$ cat config.mk
export PLATFORM = sky130hd
export DESIGN_NAME = slice_scheduler
export DESIGN_NICKNAME = d
export VERILOG_FILES = /design/src/rtl/slice_scheduler.sv
export SDC_FILE = /design/constraint.sdc
export NUM_CORES = 1
export LEC_CHECK = 0
export ABC_AREA = 0
export CORE_UTILIZATION = 54
export DETAILED_ROUTE_END_ITERATION = 8
export PLACE_DENSITY_LB_ADDON = 0.15
export SYNTH_ARGS = -nofsm -noshare
export SYNTH_HDL_FRONTEND = slang
export SYNTH_SLANG_ARGS = --single-unit
$ cat constraint.sdc
create_clock -name clk_in -period 4.65 [get_ports clk_in]
set_clock_uncertainty 0.1 [all_clocks]
set_input_delay 1.1625 -clock clk_in [delete_from_list [all_inputs] [get_ports clk_in]]
set_output_delay 1.1625 -clock clk_in [all_outputs]
set_load 0.1 [all_outputs]
$ cat src/rtl/slice_scheduler.sv
// slice_scheduler: times revolutions from hall pulses, splits each into NUM_SLICES slices and scans SCAN_RATE rows per slice.
// Optional SLICE_OFFSET_EN adds slice_offset_in, a rotational offset sampled at each slice start.
module slice_scheduler #(
  parameter int SCAN_RATE  = 32,
  parameter int NUM_SLICES = 128,
  parameter int PERIOD_W   = 32,
  parameter int MIN_PERIOD = 1024
) (
  input  logic                          clk_in,
  input  logic                          rst_in,
  input  logic                          hall_in,
  input  logic                          col_ready_in,
`ifdef SLICE_OFFSET_EN
  input  logic [$clog2(NUM_SLICES)-1:0] slice_offset_in,
`endif
  output logic                          col_valid_out,
  output logic [$clog2(SCAN_RATE)-1:0]  column_index1_out,
  output logic [$clog2(SCAN_RATE):0]    column_index2_out,
  output logic [$clog2(NUM_SLICES)-1:0] slice_out,
  output logic                          slice_done_out,
  output logic                          locked_out,
  output logic                          overrun_out,
  output logic [PERIOD_W-1:0]           period_out
);
  localparam int RW = $clog2(SCAN_RATE);
  localparam int SW = $clog2(NUM_SLICES);
  typedef enum logic [1:0] {IDLE, WAIT_SLICE, SCAN} state_t;
  state_t r_state, w_state_nxt;
  logic [PERIOD_W-1:0] r_rev_cnt, r_period, r_timer, w_rev_inc, w_len_raw, w_len;
  logic [RW-1:0] r_row, w_row_nxt;
  logic [SW-1:0] r_slice;
  logic r_seen, r_locked, r_done, r_overrun;
  logic w_accept, w_unlock, w_hall_start, w_term, w_tick, w_start, w_fire, w_last, w_done_nxt, w_ovr_nxt;
  assign w_rev_inc = &r_rev_cnt ? r_rev_cnt : r_rev_cnt + 1'b1;
  assign w_accept = hall_in && (w_rev_inc >= PERIOD_W'(MIN_PERIOD) || (r_state == IDLE && !r_seen));
  // Unlock is judged on the next counter value so locked_out drops as rev_cnt reaches 2*period.
  assign w_unlock = r_locked && !w_accept && (({1'b0, w_rev_inc} >= {r_period, 1'b0}) || &w_rev_inc);
  assign w_hall_start = w_accept && r_seen;
  assign w_len_raw = r_period >> SW;
  assign w_len = (w_len_raw == '0) ? PERIOD_W'(1) : w_len_raw;
  assign w_term = r_timer >= w_len - 1'b1;
  assign w_tick = r_locked && w_term && !(&r_slice);
  assign w_start = w_hall_start || (w_tick && !w_unlock);
  assign w_fire = (r_state == SCAN) && col_ready_in;
  assign w_last = w_fire && (&r_row);
  always_comb begin
    w_state_nxt = r_state;
    w_row_nxt = r_row;
    w_done_nxt = 1'b0;
    w_ovr_nxt = r_overrun;
    if (w_unlock) begin
      w_state_nxt = IDLE;
      w_row_nxt = '0;
    end else if (w_start) begin
      // A final pair accepted on the boundary completes its slice rather than overrunning it.
      w_state_nxt = SCAN;
      w_row_nxt = '0;
      w_done_nxt = w_last;
      w_ovr_nxt = r_overrun || (r_state == SCAN && !w_last);
    end else if (w_last) begin
      w_state_nxt = WAIT_SLICE;
      w_done_nxt = 1'b1;
    end else if (w_fire) begin
      w_row_nxt = r_row + 1'b1;
    end
  end
  always_ff @(posedge clk_in) begin
    if (!rst_in) r_state <= IDLE;
    else r_state <= w_state_nxt;
  end
  always_ff @(posedge clk_in) begin
    if (!rst_in) begin
      r_rev_cnt <= '0;
      r_period <= '0;
      r_seen <= 1'b0;
      r_locked <= 1'b0;
      r_timer <= '0;
      r_slice <= '0;
      r_row <= '0;
      r_done <= 1'b0;
      r_overrun <= 1'b0;
    end else begin
      r_rev_cnt <= w_accept ? '0 : w_rev_inc;
      if (w_accept) r_period <= w_rev_inc;
      r_seen <= !w_unlock && (r_seen || w_accept);
      r_locked <= !w_unlock && (r_locked || w_hall_start);
      r_timer <= (w_hall_start || w_unlock || !r_locked || w_term) ? '0 : r_timer + 1'b1;
      r_slice <= (w_hall_start || w_unlock) ? '0 : w_tick ? r_slice + 1'b1 : r_slice;
      r_row <= w_row_nxt;
      r_done <= w_done_nxt;
      r_overrun <= w_ovr_nxt;
    end
  end
`ifdef SLICE_OFFSET_EN
  logic [SW-1:0] r_slice_out;
  always_ff @(posedge clk_in) begin
    if (!rst_in || w_unlock) r_slice_out <= '0;
    else if (w_start) r_slice_out <= (w_hall_start ? '0 : r_slice + 1'b1) + slice_offset_in;
  end
  assign slice_out = r_slice_out;
`else
  assign slice_out = r_slice;
`endif
  assign col_valid_out = r_state == SCAN;
  assign column_index1_out = col_valid_out ? r_row : '0;
  assign column_index2_out = col_valid_out ? {1'b1, r_row} : '0;
  assign slice_done_out = r_done;
  assign locked_out = r_locked;
  assign overrun_out = r_overrun;
  assign period_out = r_period;
endmodule

Word level (Yosys, flattened, before mapping) --
Index checks and enable logic that the tools add are counted.
Operators by class: $add $sub $neg 5, order comparisons 3, eq/ne operators 1, muxes and demuxes 8, bitwise gates (word level) 3, reductions and logical operators 42
Operators with widths (number):
- adder 32 x 1 -> 32 bit, second input constant | 2
- AND reduction 32 bit | 2
- >= comparator 32 x 33 -> 1 bit | 1
- >= comparator 32 x 11 -> 1 bit, second input constant | 1
- >= comparator 32 bit | 1
- zero test 32 bit | 1
- 2-to-1 mux 32 bit | 1
- subtractor 25 x 1 -> 26 bit, second input constant | 1
- 2-to-1 mux 25 bit | 1
- logical AND 1 bit | 13
- logical OR 1 bit | 9
- OR reduction 2 bit | 4
- adder 7 x 1 -> 7 bit, second input constant | 1
- AND reduction 7 bit | 1
- zero test 1 bit | 6
- 2-to-1 mux 6 bit | 1
- adder 5 x 1 -> 5 bit, second input constant | 1
- 2-to-1 mux 5 bit | 1
- AND reduction 5 bit | 1
- 2-to-1 mux 2 bit | 2
- AND reduction 2 bit | 2
- NOT 1 bit | 3
- OR reduction 3 bit | 1
- equality test 2 bit, second input constant | 1
- other kinds (3) | 4
Word-level totals: register bits after elaboration 114, input bits 4, output and inout bits 54, word-level logic and storage cells 73

Depth between registers and ports, before layout --
depth in word-level cells 12, gate-level depth with buffers 22, gate-level depth less buffers 21

Worst setup path before layout --
OpenSTA, ideal clock, no wires.
kind flip-flop to flip-flop, start point reg r_period[25] (netlist: period_out[25]), end point reg r_slice[3] (netlist: slice_out[3]), setup time 0.118 ns, arrival time 4.982 ns, required time 4.432 ns, slack -0.549 ns, stages on the path, launching flop included 19, path buffers 1, cell sequence dfxtp_1 -> or4_1 -> nor3_1 -> a41oi_1 -> ha_1 -> nand2_1 -> nor3_1 -> xnor2_1 -> ha_1 -> and4_1 -> a221o_1 -> a221o_1 -> a41o_1 -> a311o_1 -> and3_1 -> buf_1 -> nand2_1 -> xor2_1 -> nor3_2
Between the ends: cells in the longest elaborated chain, start to end 6, elaborated cells between the ends (all ways) 11, those cells by class add/sub: 1; order compare: 2; mux: 1; reduce/logical: 7
Ends and longest elaborated chain:
- from (decl) | line 29 | logic [PERIOD_W-1:0] r_rev_cnt, r_period, r_timer, w_rev_inc, w_len_raw, w_len;
- from (signal assigned) | line 84 | if (w_accept) r_period <= w_rev_inc;
- zero test 32 bit | line 40 | assign w_len = (w_len_raw == '0) ? PERIOD_W'(1) : w_len_raw;
- 2-to-1 mux 25 bit | line 40
- subtractor 25 x 1 -> 26 bit | line 41 | assign w_term = r_timer >= w_len - 1'b1;
- >= comparator 32 bit | line 41
- logical AND 1 bit (2 in series) | line 42 | assign w_tick = r_locked && w_term && !(&r_slice);
- to (signal assigned) | line 88 | r_slice <= (w_hall_start || w_unlock) ? '0 : w_tick ? r_slice + 1'b1 : r_slice;
- to (decl) | line 31 | logic [SW-1:0] r_slice;
Parallel ways exist; a longest one is shown, timed or not. A chain may end at the register's enable or synchronous reset.

Worst setup path in the final report --
start point reg r_period[25] (netlist: period_out[25]), end point reg r_timer[8]
Between the ends: cells in the longest elaborated chain, start to end 7, elaborated cells between the ends (all ways) 11, those cells by class add/sub: 1; order compare: 2; mux: 1; reduce/logical: 7
Ends and longest elaborated chain:
- branches (longest 5 deep; another with >= comparator 32 bit)
- logical OR 1 bit (*) | line 87 | r_timer <= (w_hall_start || w_unlock || !r_locked || w_term) ? '0 : r_timer + 1'b1;
- OR reduction 2 bit (no line) (*)
- to (signal assigned) | line 87
- to (decl) | line 29
Every way passes the cells marked *.

==> impl_results.md <==
* Status: complete, no violations
* Synth unique cells at 70
* Number of violations reported at the end of detailed-routing iteration 0 at 374
* Site Rows at 42
* Crit path required time at 4.90 ns
* Final number of setup-violating endpoints at 0
* Critical Path Source Type: flip-flop
* Leading cell type in the layout, fill and taps excluded: nor2_1
* TritonCTS buffer count at 17
* Relative max-transition margin at 33.1%
* Antenna violations before repair at 0
* Post-layout minimum cycle time at 4.48 ns
* Leading register cell type out of synthesis: dfxtp_1
* Start point of the worst min-delay path: overrun_out
* Avg Inst Size Synth at 8.33 um^2
* Fraction of registers with async set/reset at 0%
* Highest Clock Rate at 223 MHz
* Global route overflow at 0
* Routed wire per std cell at 15.8 um
* Max-cap violations at 0
* Worst-case setup margin in the final layout at 0.171 ns
* Clock slew seen by the registers of the worst setup and hold paths at 0.05 ns
* Core region area at 13,300 um^2
* Final design utilization at 69.5%
* Die Height at 119 um
* Fraction of the yosys area taken by sequential cells at 31.0%
* Input/output buffers at 57
* Via count of the first global-routing pass at 6,232
* Hold Path Class: reg -> reg
* First-pass iteration count of the detailed router at 5
* Endpoint type of the worst setup path: flip-flop
* Number of max-slew violations in the final report at 0
* Most used cells in the layout excluding fill and tap cells: 102 x nor2_1, 88 x dfxtp_1, 73 x buf_4
* P&R area growth vs syn at 25.5%
* Total number of vias at 6,643
* Part of the cycle the worst path needs at 96.3%
* Top cell type's share of synthesized area at 31.0%
* CTS tree: done
* Post-synth EDFFs at 0
* Antenna-violating nets left at 0
* CP Max Fanout at 32
* Crit path from: period_out[25]
* Clock Tree Root: clkbuf_16
* Source-to-sink clock delay at the later pin of the worst-skew pair at 0.42 ns
* Share of layout cells above drive strength 1 at 19.3%
* Cell type with the highest aggregate area in the netlist: dfxtp_1
* Cell count after synthesis at 884
* PnR Total Power at 2750 uW
* Static Leak at 0.00375 uW
* Last weighted congestion value of the routability-driven placer at 0.977
* Number of hold violations in the final report at 0
* Global-route wire length before repair at 30,700 um
* Total detailed-routing wirelength at 18,700 um
* Pin count of the biggest net entering global routing at 61
* Ys Warns at 0
* Filler-free cell count of the finished design at 1,184
* Maximum buffer depth of the clock tree at 2
* Cells after DPL at 1,147
* Die Wd at 119 um
* Power per Cell Area at 297 nW/um^2
* Worst-case setup slack after placement at -0.0187 ns
* Number of inserted diodes at 0
* Final-layout fill cell count at 1,075
* Worst Tran Pin Value at 1.00 ns
* Deepest level of the CTS H-tree at 4
* Synthesis-stage register bit count at 114
* Drt drc at 0
* R2R Path Start: period_out[25]
* DIE AREA at 14,100 um^2
* Data arrival at the endpoint of the critical path at 4.73 ns
* Initial core utilization at 55.4%
* GRT Util Overall at 27.2%
* DP HPWL at 14,100 um
* Final net count at 1,069
* Post-Synthesis Cell Area at 7360 um^2
* Highest ir drop seen on vdd at 0.000250 V
* Setup CP Type: reg -> reg
* Sink count of the clock tree at 114
* Ratio of routed vias to standard cells at 5.61
* Number of ports placed on the die boundary at 58
* Most area-consuming cells after synthesis: dfxtp_1 31%, ha_1 12%, xnor2_1 5.5%
==> stage by stage <==
| step | cell area [um^2] | hold slack, ns | TNS, ns |
|---|---|---|---|
| after floorplan | 7470 | 0.351 | 0 |
| after global placement | 8480 | 0.362 | 0 |
| after detailed placement | 8480 | 0.369 | -0.0318 |
| after CTS | 9050 | 0.382 | 0 |
| after global routing | 9240 | 0.404 | -0.0891 |
| final | 9240 | 0.385 | 0 |
==> worst max-delay path: stages, from the launching register on <==
cell and delay, ns:
dfxtp_4 0.33, or4_4 0.53, nor3_1 0.14, buf_4 0.16, a41oi_4 0.13, ha_1 0.23
nand2_2 0.10, nor3_2 0.07, xnor2_1 0.17, ha_1 0.27, and4_1 0.17, a221o_1 0.35
a221o_1 0.35, a41o_1 0.23, a311o_1 0.33, nor2_1 0.20, o2111ai_4 0.18, buf_12 0.24
a21oi_1 0.12
==> cells by family after synthesis <==
| family | Yosys count | synth area share, % |
|---|---|---|
| AO/OA/AOI/OAI | 136 | 12.4 |
| flip-flops | 114 | 31.0 |
| buffers and inverters | 87 | 5.50 |
| XOR/XNOR | 85 | 10.1 |
| adder cells (fa/ha/maj) | 69 | 11.7 |
| multiplexers | 8 | 1.09 |
| AND/OR/NAND/NOR | 384 | 28.1 |
| other | 1 | 0.0509 |
==> repair_timing <==
action / CTS / global route
pin swaps: 1 / 12
hold endpoints to repair: 0 / 0
gates cloned: 0 / 1
resized for setup: 2 / 27
setup buffers: 0 / 5
endpoints found under the setup margin: 2 / 50
hold buffers: 0 / 0
==> flip-flops by register name (all words and copies together) (netlist names) <==
register and cells:
r_state 2, overrun_out 1, slice_out 7, r_row 5
locked_out 1, r_rev_cnt 32, period_out 32, r_timer 32
r_seen 1, slice_done_out 1
==> power breakdown <==
part,switching (uW),internal [uW],total (uW)
sequential,22.7,987,1010
clock,435,798,1230
combinational,314,192,506
==> cell type report <==
| cell class | count | area, um^2 | area share (%) |
|---|---|---|---|
| Clock buffer | 26 | 509 | 5.51 |
| Clock inverter | 5 | 50.0 | 0.542 |
| Inverter | 52 | 195 | 2.11 |
| Multi-Input combinational cell | 690 | 4860 | 52.6 |
| Sequential cell | 114 | 2370 | 25.6 |
| Tap cell | 176 | 220 | 2.38 |
| Timing Repair Buffer | 121 | 1040 | 11.2 |
==> worst paths after layout <==
kind         cells past startpoint     endpoint  slack [ns]
max                             18   r_timer[8]        0.17
min                              2  overrun_out        0.38
max reg2reg                     18   r_timer[8]        0.17
min reg2reg                      2  overrun_out        0.38
==> synth_stat cells, types with 4 or more instances <==
library cell / number
a211oi_1: 13
a21o_1: 12
a21oi_1: 48
a311oi_1: 6
a31oi_1: 6
and2_1: 11
and3_1: 20
and4_1: 6
buf_4: 6
buf_6: 7
clkbuf_1: 18
dfxtp_1: 114
ha_1: 69
inv_1: 52
mux2i_1: 8
nand2_1: 54
nand2b_1: 5
nand3_1: 34
nand4_1: 30
nor2_1: 103
nor2_2: 20
nor2b_1: 23
nor3_1: 18
nor3_2: 6
nor4_1: 17
nor4_2: 5
o21ai_0: 20
or3_1: 11
or4_1: 4
xnor2_1: 46
xor2_1: 39
==> layer usage <==
metal	track usage, %	up-vias	part of all wire [%]
met1	37.0	3082	47
met4	9.73	0	2.0
met3	5.74	30	5.1
met2	42.5	170	46
li1	-	3361	-
met5	0	-	0
Note: power is estimated with default switching activity, not from simulation.
